--- src/rtl/pc_seq.sv ---
// rtl/pc_seq.sv - program-counter sequencer for the CPU fetch stage
//
// Holds the fetch address and picks the next one from: trap vector, stall
// (hold), taken conditional branch, J/JAL, JR, RET, ERET, sequential pc+4.
// Optional hardware return-address stack, enabled by defining PC_SEQ_RAS_EN.
//
// Ports:
//   clk       rising-edge clock
//   rest_n    asynchronous active-low reset
//   stall     1 = hold PC (trap still taken)
//   trap      exception request
//   zero      compare result: equal
//   great     compare result: greater
//   pc_op     next-PC operation (PC_OP_* encodings below)
//   im1       branch offset in words, signed
//   im2       jump index
//   j_reg     register jump target
//   addr      current fetch address
//   rt_addr   link address (registered pc+4)
//   epc       saved exception PC
//   redirect  previous update was non-sequential
//   ras_empty return stack holds no entries (constant 1 without PC_SEQ_RAS_EN)

`ifndef PC_OP_SEQ
`define PC_OP_SEQ   4'd0
`define PC_OP_BZ    4'd1
`define PC_OP_BNZ   4'd2
`define PC_OP_BG    4'd3
`define PC_OP_BNG   4'd4
`define PC_OP_BGZ   4'd5
`define PC_OP_BNGNZ 4'd6
`define PC_OP_J     4'd7
`define PC_OP_JAL   4'd8
`define PC_OP_JR    4'd9
`define PC_OP_RET   4'd10
`define PC_OP_ERET  4'd11
`endif

module pc_seq #(
    parameter int                 ADDR_W     = 32,
    parameter logic [ADDR_W-1:0] RESET_ADDR = '0,
    parameter logic [31:0]       TRAP_ADDR  = 32'h0000_0080,
    parameter int                 RAS_DEPTH  = 4
) (
    input  logic              clk,
    input  logic              rest_n,
    input  logic              stall,
    input  logic              trap,
    input  logic              zero,
    input  logic              great,
    input  logic [3:0]        pc_op,
    input  logic [15:0]       im1,
    input  logic [25:0]       im2,
    input  logic [ADDR_W-1:0] j_reg,
    output logic [ADDR_W-1:0] addr,
    output logic [ADDR_W-1:0] rt_addr,
    output logic [ADDR_W-1:0] epc,
    output logic              redirect,
    output logic              ras_empty
);

    if (ADDR_W < 32 || ADDR_W > 64 || RAS_DEPTH < 2 || RAS_DEPTH > 16 ||
        (RAS_DEPTH & (RAS_DEPTH - 1)) != 0) begin : g_bad_params
        $error("pc_seq: illegal ADDR_W or RAS_DEPTH");
    end

    localparam logic [ADDR_W-1:0] TRAP_VEC = ADDR_W'(TRAP_ADDR);

    logic [ADDR_W-1:0] seq_addr;
    logic [ADDR_W-1:0] br_target;
    logic [ADDR_W-1:0] jmp_target;
    logic [ADDR_W-1:0] nxt_addr;
    logic              nxt_redirect;
    logic              take_br;
    logic              advance;

    assign seq_addr   = addr + ADDR_W'(4);
    // Branch offset is relative to the current PC, not pc+4.
    assign br_target  = addr + {{(ADDR_W-18){im1[15]}}, im1, 2'b00};
    assign jmp_target = {addr[ADDR_W-1:28], im2, 2'b00};
    assign advance    = !trap && !stall;

`ifdef PC_SEQ_RAS_EN
    localparam int PTR_W = $clog2(RAS_DEPTH);
    localparam int CNT_W = PTR_W + 1;
    localparam logic [CNT_W-1:0] RAS_FULL = CNT_W'(RAS_DEPTH);

    logic [ADDR_W-1:0] ras_mem [RAS_DEPTH];
    // ras_ptr is the next slot to write; the top entry sits one below it.
    // When full, ras_ptr lands on the oldest entry, so a push overwrites it.
    logic [PTR_W-1:0]  ras_ptr;
    logic [CNT_W-1:0]  ras_cnt;
    logic [ADDR_W-1:0] ras_top;
    logic              ras_push;
    logic              ras_pop;

    assign ras_top   = ras_mem[ras_ptr - PTR_W'(1)];
    assign ras_empty = (ras_cnt == '0);
    assign ras_push  = advance && (pc_op == `PC_OP_JAL);
    assign ras_pop   = advance && (pc_op == `PC_OP_RET) && !ras_empty;

    always_ff @(posedge clk or negedge rest_n) begin
        if (!rest_n) begin
            ras_ptr <= '0;
            ras_cnt <= '0;
        end else if (ras_push) begin
            ras_ptr <= ras_ptr + PTR_W'(1);
            if (ras_cnt != RAS_FULL) begin
                ras_cnt <= ras_cnt + CNT_W'(1);
            end
        end else if (ras_pop) begin
            ras_ptr <= ras_ptr - PTR_W'(1);
            ras_cnt <= ras_cnt - CNT_W'(1);
        end
    end

    // Storage is not reset; an empty count makes stale entries unreachable.
    always_ff @(posedge clk) begin
        if (ras_push) begin
            ras_mem[ras_ptr] <= seq_addr;
        end
    end
`else
    assign ras_empty = 1'b1;
`endif

    always_comb begin
        take_br = 1'b0;
        case (pc_op)
            `PC_OP_BZ:    take_br = zero;
            `PC_OP_BNZ:   take_br = !zero;
            `PC_OP_BG:    take_br = great;
            `PC_OP_BNG:   take_br = !great;
            `PC_OP_BGZ:   take_br = zero | great;
            `PC_OP_BNGNZ: take_br = !zero & !great;
            default:      take_br = 1'b0;
        endcase
    end

    always_comb begin
        nxt_addr     = seq_addr;
        nxt_redirect = 1'b0;
        if (take_br) begin
            nxt_addr     = br_target;
            nxt_redirect = 1'b1;
        end else begin
            case (pc_op)
                `PC_OP_J, `PC_OP_JAL: begin
                    nxt_addr     = jmp_target;
                    nxt_redirect = 1'b1;
                end
                `PC_OP_JR: begin
                    nxt_addr     = j_reg;
                    nxt_redirect = 1'b1;
                end
                `PC_OP_RET: begin
`ifdef PC_SEQ_RAS_EN
                    // Empty stack falls back to the register target.
                    nxt_addr     = ras_empty ? j_reg : ras_top;
`else
                    nxt_addr     = j_reg;
`endif
                    nxt_redirect = 1'b1;
                end
                `PC_OP_ERET: begin
                    nxt_addr     = epc;
                    nxt_redirect = 1'b1;
                end
                default: begin
                    nxt_addr     = seq_addr;
                    nxt_redirect = 1'b0;
                end
            endcase
        end
    end

    always_ff @(posedge clk or negedge rest_n) begin
        if (!rest_n) begin
            addr     <= RESET_ADDR;
            rt_addr  <= '0;
            epc      <= '0;
            redirect <= 1'b0;
        end else if (trap) begin
            // Trap wins over stall and pc_op; rt_addr is left untouched.
            epc      <= addr;
            addr     <= TRAP_VEC;
            redirect <= 1'b1;
        end else if (stall) begin
            redirect <= 1'b0;
        end else begin
            addr     <= nxt_addr;
            rt_addr  <= seq_addr;
            redirect <= nxt_redirect;
        end
    end

endmodule

--- config.mk ---
export PLATFORM = sky130hd
export DESIGN_NAME = pc_seq
export DESIGN_NICKNAME = d
export VERILOG_FILES = /design/src/rtl/pc_seq.sv
export SDC_FILE = /design/constraint.sdc
export NUM_CORES = 1
export LEC_CHECK = 0
export ABC_AREA = 0
export BUFFER_PORTS_ARGS = -buffer_cell sky130_fd_sc_hd__buf_4
export CAP_MARGIN = 20
export CORE_ASPECT_RATIO = 0.7
export CORE_MARGIN = 4
export CORE_UTILIZATION = 35
export CTS_BUF_LIST = sky130_fd_sc_hd__clkbuf_4 sky130_fd_sc_hd__clkbuf_8 sky130_fd_sc_hd__clkbuf_16
export DETAILED_ROUTE_END_ITERATION = 8
export SYNTH_ARGS = -nofsm -noshare
export SYNTH_HDL_FRONTEND = slang
export SYNTH_SLANG_ARGS = --single-unit
--- constraint.sdc ---
create_clock -name clk -period 2.6 [get_ports clk]
set_input_delay 0.39 -clock clk [delete_from_list [all_inputs] [get_ports clk]]
set_output_delay 0.39 -clock clk [all_outputs]
set_load 0.01 [all_outputs]
==> results of run 1 <==
-- cell type report --
cell class / count / area, µm²
flip-flops and latches: 97 / 2430
repair buffers: 283 / 2160
clock buffers: 11 / 246
multi-input cells: 691 / 4660
inverters: 12 / 45.0
fillers: 2013 / 10800
well taps: 276 / 345
clock inverters: 5 / 55.1
-- timing repair --
| action | 4_1_cts | 5_1_grt |
|---|---|---|
| setup buffers | 0 | 1 |
| resized for setup | 1 | 22 |
| pin swaps | 0 | 3 |
| hold buffers | 0 | 0 |
| setup endpoints to repair | 2 | 13 |
-- power groups by stage --
| stage | clock, mW | combinational (mW) | sequential (mW) |
|---|---|---|---|
| floorplan | 0 | 0.809 | 1.89 |
| global placement | 0 | 1.72 | 1.81 |
| detailed placement | 0 | 1.73 | 1.81 |
| CTS | 1.43 | 1.74 | 1.78 |
| global route | 1.49 | 1.94 | 1.80 |
| finish | 1.40 | 1.78 | 1.78 |
-- path summary, 6_finish.rpt --
kind / startpoint / to / slack [ns] / cells after the start
max: addr[14] / addr[25] / 0.11 / 9
max in group asynchronous: rest_n / epc[27] / 1.92 / 2
max reg2reg: addr[14] / addr[25] / 0.11 / 9
min: rest_n / rt_addr[8] / 0.004 / 1
min in group clk: j_reg[11] / addr[11] / 0.41 / 5
min reg2reg: rt_addr[29] / rt_addr[29] / 0.49 / 2
-- worst max-delay path, cell delays in order (launching register included) --
cell and delay (ns):
dfrtp_1 0.39, ha_1 0.29, a21o_1 0.19, a311oi_2 0.27, o21ai_1 0.13, or3b_1 0.43
o21ai_2 0.15, mux2i_1 0.32, nand2_1 0.09, o211ai_1 0.16
-- sequential cells by signal (all words and copies together) (netlist names) --
name      cells
addr         32
epc          32
rt_addr      32
redirect      1
-- Yosys cell counts, types with 6 or more instances --
master	instances	share of area
a31oi_1	15	0.013
and2_1	7	0.0060
nor2b_1	6	0.0051
a21oi_1	86	0.059
xor2_1	20	0.024
o21ai_0	79	0.054
xnor2_1	31	0.037
nand3_1	20	0.014
a221oi_1	11	0.013
a21o_1	23	0.024
ha_1	30	0.051
clkbuf_1	37	0.019
a211oi_1	10	0.010
nand4_1	7	0.0060
or3_1	8	0.0068
inv_1	12	0.0061
nand2b_1	8	0.0068
dfrtp_1	97	0.33
nor3_1	10	0.0068
and3_1	8	0.0068
maj3_1	15	0.020
nand2_1	103	0.053
mux2_2	37	0.057
buf_2	11	0.0075
a221o_1	6	0.0082
nor2_1	58	0.030
-- cells by family after synthesis --
kind of cell | after synthesis | synth area share
multiplexers | 41 | 0.0622
adder cells (fa/ha/maj) | 46 | 0.0743
AND/OR/NAND/NOR | 260 | 0.172
flip-flops | 97 | 0.330
AO/OA/AOI/OAI | 292 | 0.252
other | 1 | 0.000511
XOR/XNOR | 51 | 0.0608
buffers and inverters | 74 | 0.0477
-- metrics by stage --
stage                     utilization  worst slack [ns]  hold slack, ns
after CTS                       0.476            0.0514          0.0354
final                           0.480             0.110         0.00350
after global placement          0.461            -0.141           0.422
after global routing            0.480           -0.0224          0.0520
after floorplan                     -            0.0340          0.0944
after detailed placement        0.461            -0.151           0.422
-- metal layers --
layer / vias up / global-route usage / part of all wire
met5: - / 0 / 0
met4: 0 / 0.0454 / 0.012
met3: 25 / 0.0474 / 0.072
met2: 265 / 0.349 / 0.43
met1: 3655 / 0.326 / 0.48
li1: 3614 / - / -
==> qor.yml, run 1 <==
finish:
  fin_cells: 1375
  syn_to_final_growth_pct: 35.4
  nets: 1209
  layout_common_cells: "buf_4, nand2_1, dfrtp_1, a21oi_1, o21ai_0"
  design_area_um2: 9940
  final_common_cell: "buf_4"
  n_antenna_cell: 0
  drive_gt1_frac: 0.344
power:
  power_frac_seq: 0.359
  p_leak_nw: 4.68
  switching_share: 0.339
  clkPwrFrac: 0.283
  finalPower_mw: 4.96
  vdd_drop_max_mv: 0.320
  power.share.combinational: 0.358
  p_per_area_nw_per_um2: 499
  switching_power_mw: 1.68
  p_int_mw: 3.28
global_routing:
  antenna_found_initial: 0
  grt_usage: 0.225
  overflow: 0
  grt_max_degree: 44
  grt_pass1_wl_mm: 41.7
  first_global_vias: 7168
clock_network:
  clockBufferDepth: 2
  cts_sinks: 97
  cts_buffers: 9
  cts.clk_slew.worst_paths_ns: 0.07
  clkLatencyLatePin_ns: 0.36
  htreeDepth: 3
  cts_root_buf: "clkbuf_16"
  cts_tree: "built"
logic_synthesis:
  synthFlopType: "dfrtp_1"
  synth_nets: 977
  synthCells: 862
  yosysWarnings: 0
  ys_seq_elements: 97
  async_flop_share: 1.00
  synth_edf_count: 0
  synth.distinct_cells: 75
  syn-cell-area_um2: 7340
  avgSynthCellArea_um2: 8.52
  ys_seq_area_frac: 0.330
routing:
  via_per_inst: 5.50
  vias: 7559
  postRouteWirelength_mm: 27.1
  drtAntennaViolNets: 0
  dr.pass1.iters: 5
  drcViolationCount: 0
  post_drt_wl_per_cell_um: 19.7
  drtIter0Drc: 553
setup_path:
  critPathRequiredTime_ns: 2.88
  cp_max_fo: 2
  cp-end-kind: "flop"
  critPathArrivalTime_ns: 2.77
  crit_type: "flop to flop"
  cp-start-kind: "flop"
min_path:
  hp-class: "primary input to async pin"
placement:
  placedCellCount: 1358
  gp_congestion: 0.979
  place_hpwl_mm: 20.6
  io_buffers: 180
  placed_area_um2: 9550
outcome:
  run_status: "finished, final reports clean"
timing:
  fin_crit_sh: 0.958
  setup_tns_ns: 0
  fmax_ghz: 0.402
  setup_viol: 0
  skew_ns: 0.00912
  hold_viol_final: 0
  tightest_slew_ns: 0.556
  period_needed_ns: 2.49
  slew_viol_final: 0
  relSlewSlack: 0.629
floorplanning:
  start_util: 0.355
  ioPinCount: 182
  coreArea_um2: 20700
  num_rows: 44
  die-area_um2: 23400
  die_y_um: 129
  die_w_um: 181
flow_run:
  max_cap_violations: 0
No activity file was read; power rests on OpenSTA's default activity.
==> run 2: changes to the inputs <==
--- a/config.mk
+++ b/config.mk
@@ -5,7 +5,7 @@
 export SDC_FILE = /design/constraint.sdc
 export NUM_CORES = 1
 export LEC_CHECK = 0
-export ABC_AREA = 0
+export ABC_AREA = 1
 export BUFFER_PORTS_ARGS = -buffer_cell sky130_fd_sc_hd__buf_4
 export CAP_MARGIN = 20
 export CORE_ASPECT_RATIO = 0.7
==> run 2 against run 1 <==
First-iteration DRC count increased by 57%. Total power is 5.0% lower. Design area fell by 0.50%. Cell count up 26%. Via count grew 15%. Flip-flop and latch count did not move. Setup slack improved by 0.13 ns. Worst hold slack improved by 0.078 ns. Critical path depth is 1 higher. Critical path type unchanged. Critical endpoint is now addr[14].
==> qor.yml, run 2 <==
global_routing:
  grt_pass1_wl_mm: 46.9  # +13%
  grt_max_degree: 54  # +23%
  first_global_vias: 8050  # +12%
  busiest_layer: "met1"
  met3_usage: 0.0557  # +0.00829
  grt_util_met1: 0.387  # +0.0600
  overflow: 0  # unchanged
  gr-usage-met2: 0.344  # -0.00444
  antenna_found_initial: 2  # +2
  grt_usage: 0.245  # +0.0201
clock_network:
  htreeDepth: 3  # unchanged
  cts_sinks: 97  # unchanged
  clockBufferDepth: 2  # unchanged
  cts_buffers: 9  # unchanged
  post_cts_buffers: 0  # unchanged
  cts_resized: 0  # -1
  cts.clk_slew.worst_paths_ns: 0.07  # about the same
  cts.hold.buffers_added: 0  # unchanged
  clkLatencyLatePin_ns: 0.35  # about the same
  cts_tree: "built"
  cts_root_buf: "clkbuf_16"
placement:
  io_buffers: 180  # unchanged
  placedCellCount: 1710  # +26%
  gp_congestion: 1.02  # +4.2%
  place_hpwl_mm: 24.9  # +21%
  placed_area_um2: 9580  # +0.34%
logic_synthesis:
  synth_edf_count: 0  # unchanged
  syn-cell-area_um2: 7720  # +5.1%
  ys_seq_elements: 97  # unchanged
  synth_top_area_frac: 0.314  # -0.0162
  synthFlopType: "dfrtp_1"
  async_flop_share: 1.00  # unchanged
  yosys-top-cells-area: "dfrtp_1, nand2_1, inv_1"
  yosysTopAreaCell: "dfrtp_1"
  yosysWarnings: 0  # unchanged
  synth_most_common_cell: "nand2_1"
  avgSynthCellArea_um2: 6.22  # -27%
  synthCells: 1242  # +44%
  ys_seq_area_frac: 0.314  # -0.0162
  synth.distinct_cells: 39  # -48%
  synth_nets: 1357  # +39%
  ys_top_cells_by_count: "nand2_1, inv_1, dfrtp_1"
setup_path:
  cp_max_fo: 5  # +3
  cp-end-kind: "flop"
  r2r_slack_ns: 0.24  # +0.13 ns
  worstReg2RegStart: "addr[3]"
  r2r_cells: 10  # +1
  critPathArrivalTime_ns: 2.65  # -0.12 ns
  reg2reg_to: "addr[14]"
  crit_type: "flop to flop"
  cp-start-kind: "flop"
  critPathRequiredTime_ns: 2.88  # about the same
power:
  vdd_drop_max_mv: 0.349  # +9.0%
  p_per_area_nw_per_um2: 477  # -4.5%
  p_leak_nw: 5.31  # +13%
  finalPower_mw: 4.71  # -5.0%
finish:
  nets: 1554  # +29%
  fin_cells: 1726  # +26%
  syn_to_final_growth_pct: 28.1
  n_antenna_cell: 0  # unchanged
  design_area_um2: 9890  # -0.50%
  biggestRegsByFlops: "addr x32, epc x32, rt_addr x32"
  final_common_cell: "nand2_1"
  drive_gt1_frac: 0.186  # -0.158
  layout_common_cells: "nand2_1, buf_4, inv_1, dfrtp_1, nor2_1"
timing:
  period_needed_ns: 2.36  # -0.127 ns
  setup_viol: 0  # unchanged
  fmax_ghz: 0.423  # +5.4%
  setup_tns_ns: 0  # unchanged
  hold_viol_final: 0  # unchanged
  tightest_slew_ns: 0.974  # +0.418 ns
  fin_crit_sh: 0.909  # -0.0490
  relSlewSlack: 0.350  # -0.279
  slew_viol_final: 0  # unchanged
  skew_ns: 0.0122  # +0.00305 ns
  rsz0062_at_grt: "no"
floorplanning:
  start_util: 0.356  # +0.00144
  die-area_um2: 24500  # +4.9%
  num_rows: 45  # +2.3%
  die_w_um: 186  # +2.4%
  coreArea_um2: 21700  # +4.7%
  die_y_um: 132  # +2.4%
  ioPinCount: 182  # unchanged
routing:
  dr.pass1.iters: 7  # +2
  drcViolationCount: 0  # unchanged
  drtIter0Drc: 867  # +57%
  postRouteWirelength_mm: 30.8  # +14%
  drtAntennaViolNets: 0  # unchanged
  vias: 8682  # +15%
  post_drt_wl_per_cell_um: 17.9  # -9.3%
  via_per_inst: 5.03  # -8.5%
flow_run:
  max_cap_violations: 0  # unchanged
outcome:
  run_status: "finished, final reports clean"
min_path:
  hp-class: "primary input to async pin"
## run 2: changes by cell type after synthesis, moves of 36 or more
cell and delta:
a21oi_1 -45, inv_1 +144, mux2_2 -37, nand2_1 +398
nand3_1 +71, nor2_1 +36
## run 2: worst max path at each step
stage	depth (start not counted)	slack, ns	to	startpoint
final	10	0.24	addr[14]	addr[3]
after global routing	13	0.06	addr[26]	addr[2]
after CTS	13	0.23	addr[26]	addr[2]
after detailed placement	12	0.19	addr[21]	im1[15]
after global placement	12	0.20	addr[21]	im1[15]
after floorplan	13	0.56	addr[18]	addr[2]
## run 2: report_power, final
group | switching (mW) | internal, mW | total (mW)
combinational | 0.926 | 0.602 | 1.53
sequential | 0.138 | 1.64 | 1.78
clock | 0.616 | 0.791 | 1.41
total | 1.68 | 3.04 | 4.71
## run 2: cells by family after synthesis
logic type	share of synthesized area
AO/OA/AOI/OAI	0.111
XOR/XNOR	0.0238
adder cells (fa/ha/maj)	0.0512
buffers and inverters	0.103
flip-flops	0.314
other	0.000486
AND/OR/NAND/NOR	0.396
## run 2: through the flow
step	worst slack, ns	hold slack [ns]	util
6_report	0.238	0.0812	0.456
4_1_cts	0.233	0.110	0.456
3_5_place_dp	0.191	0.467	0.442
3_3_place_gp	0.196	0.471	0.442
5_1_grt	0.0588	0.146	0.456
2_1_floorplan	0.557	0.0944	-
## run 2: final cells by class
type	count	area [µm²]
clock inverters	5	63.8
inverters	166	623
multi-input cells	945	4500
flip-flops and latches	97	2430
clock buffers	11	246
repair buffers	220	1680
well taps	282	353
fillers	2323	11800
## run 2: routing by layer
| metal | vias to the layer above | wire length, µm |
|---|---|---|
| met2 | 377 | 12500 |
| met4 | 0 | 435 |
| met1 | 3951 | 14800 |
| met5 | - | 0 |
| li1 | 4323 | - |
| met3 | 31 | 3100 |
## run 2: critical path, cell delays in order (launching register included)
cell and delay, ns:
dfrtp_1 0.44, ha_1 0.35, nand2_1 0.13, nor2_2 0.16
inv_1 0.10, nor2_1 0.35, or2_2 0.18, o211ai_1 0.21
o21ai_1 0.26, nand2_1 0.07, nand2_1 0.05
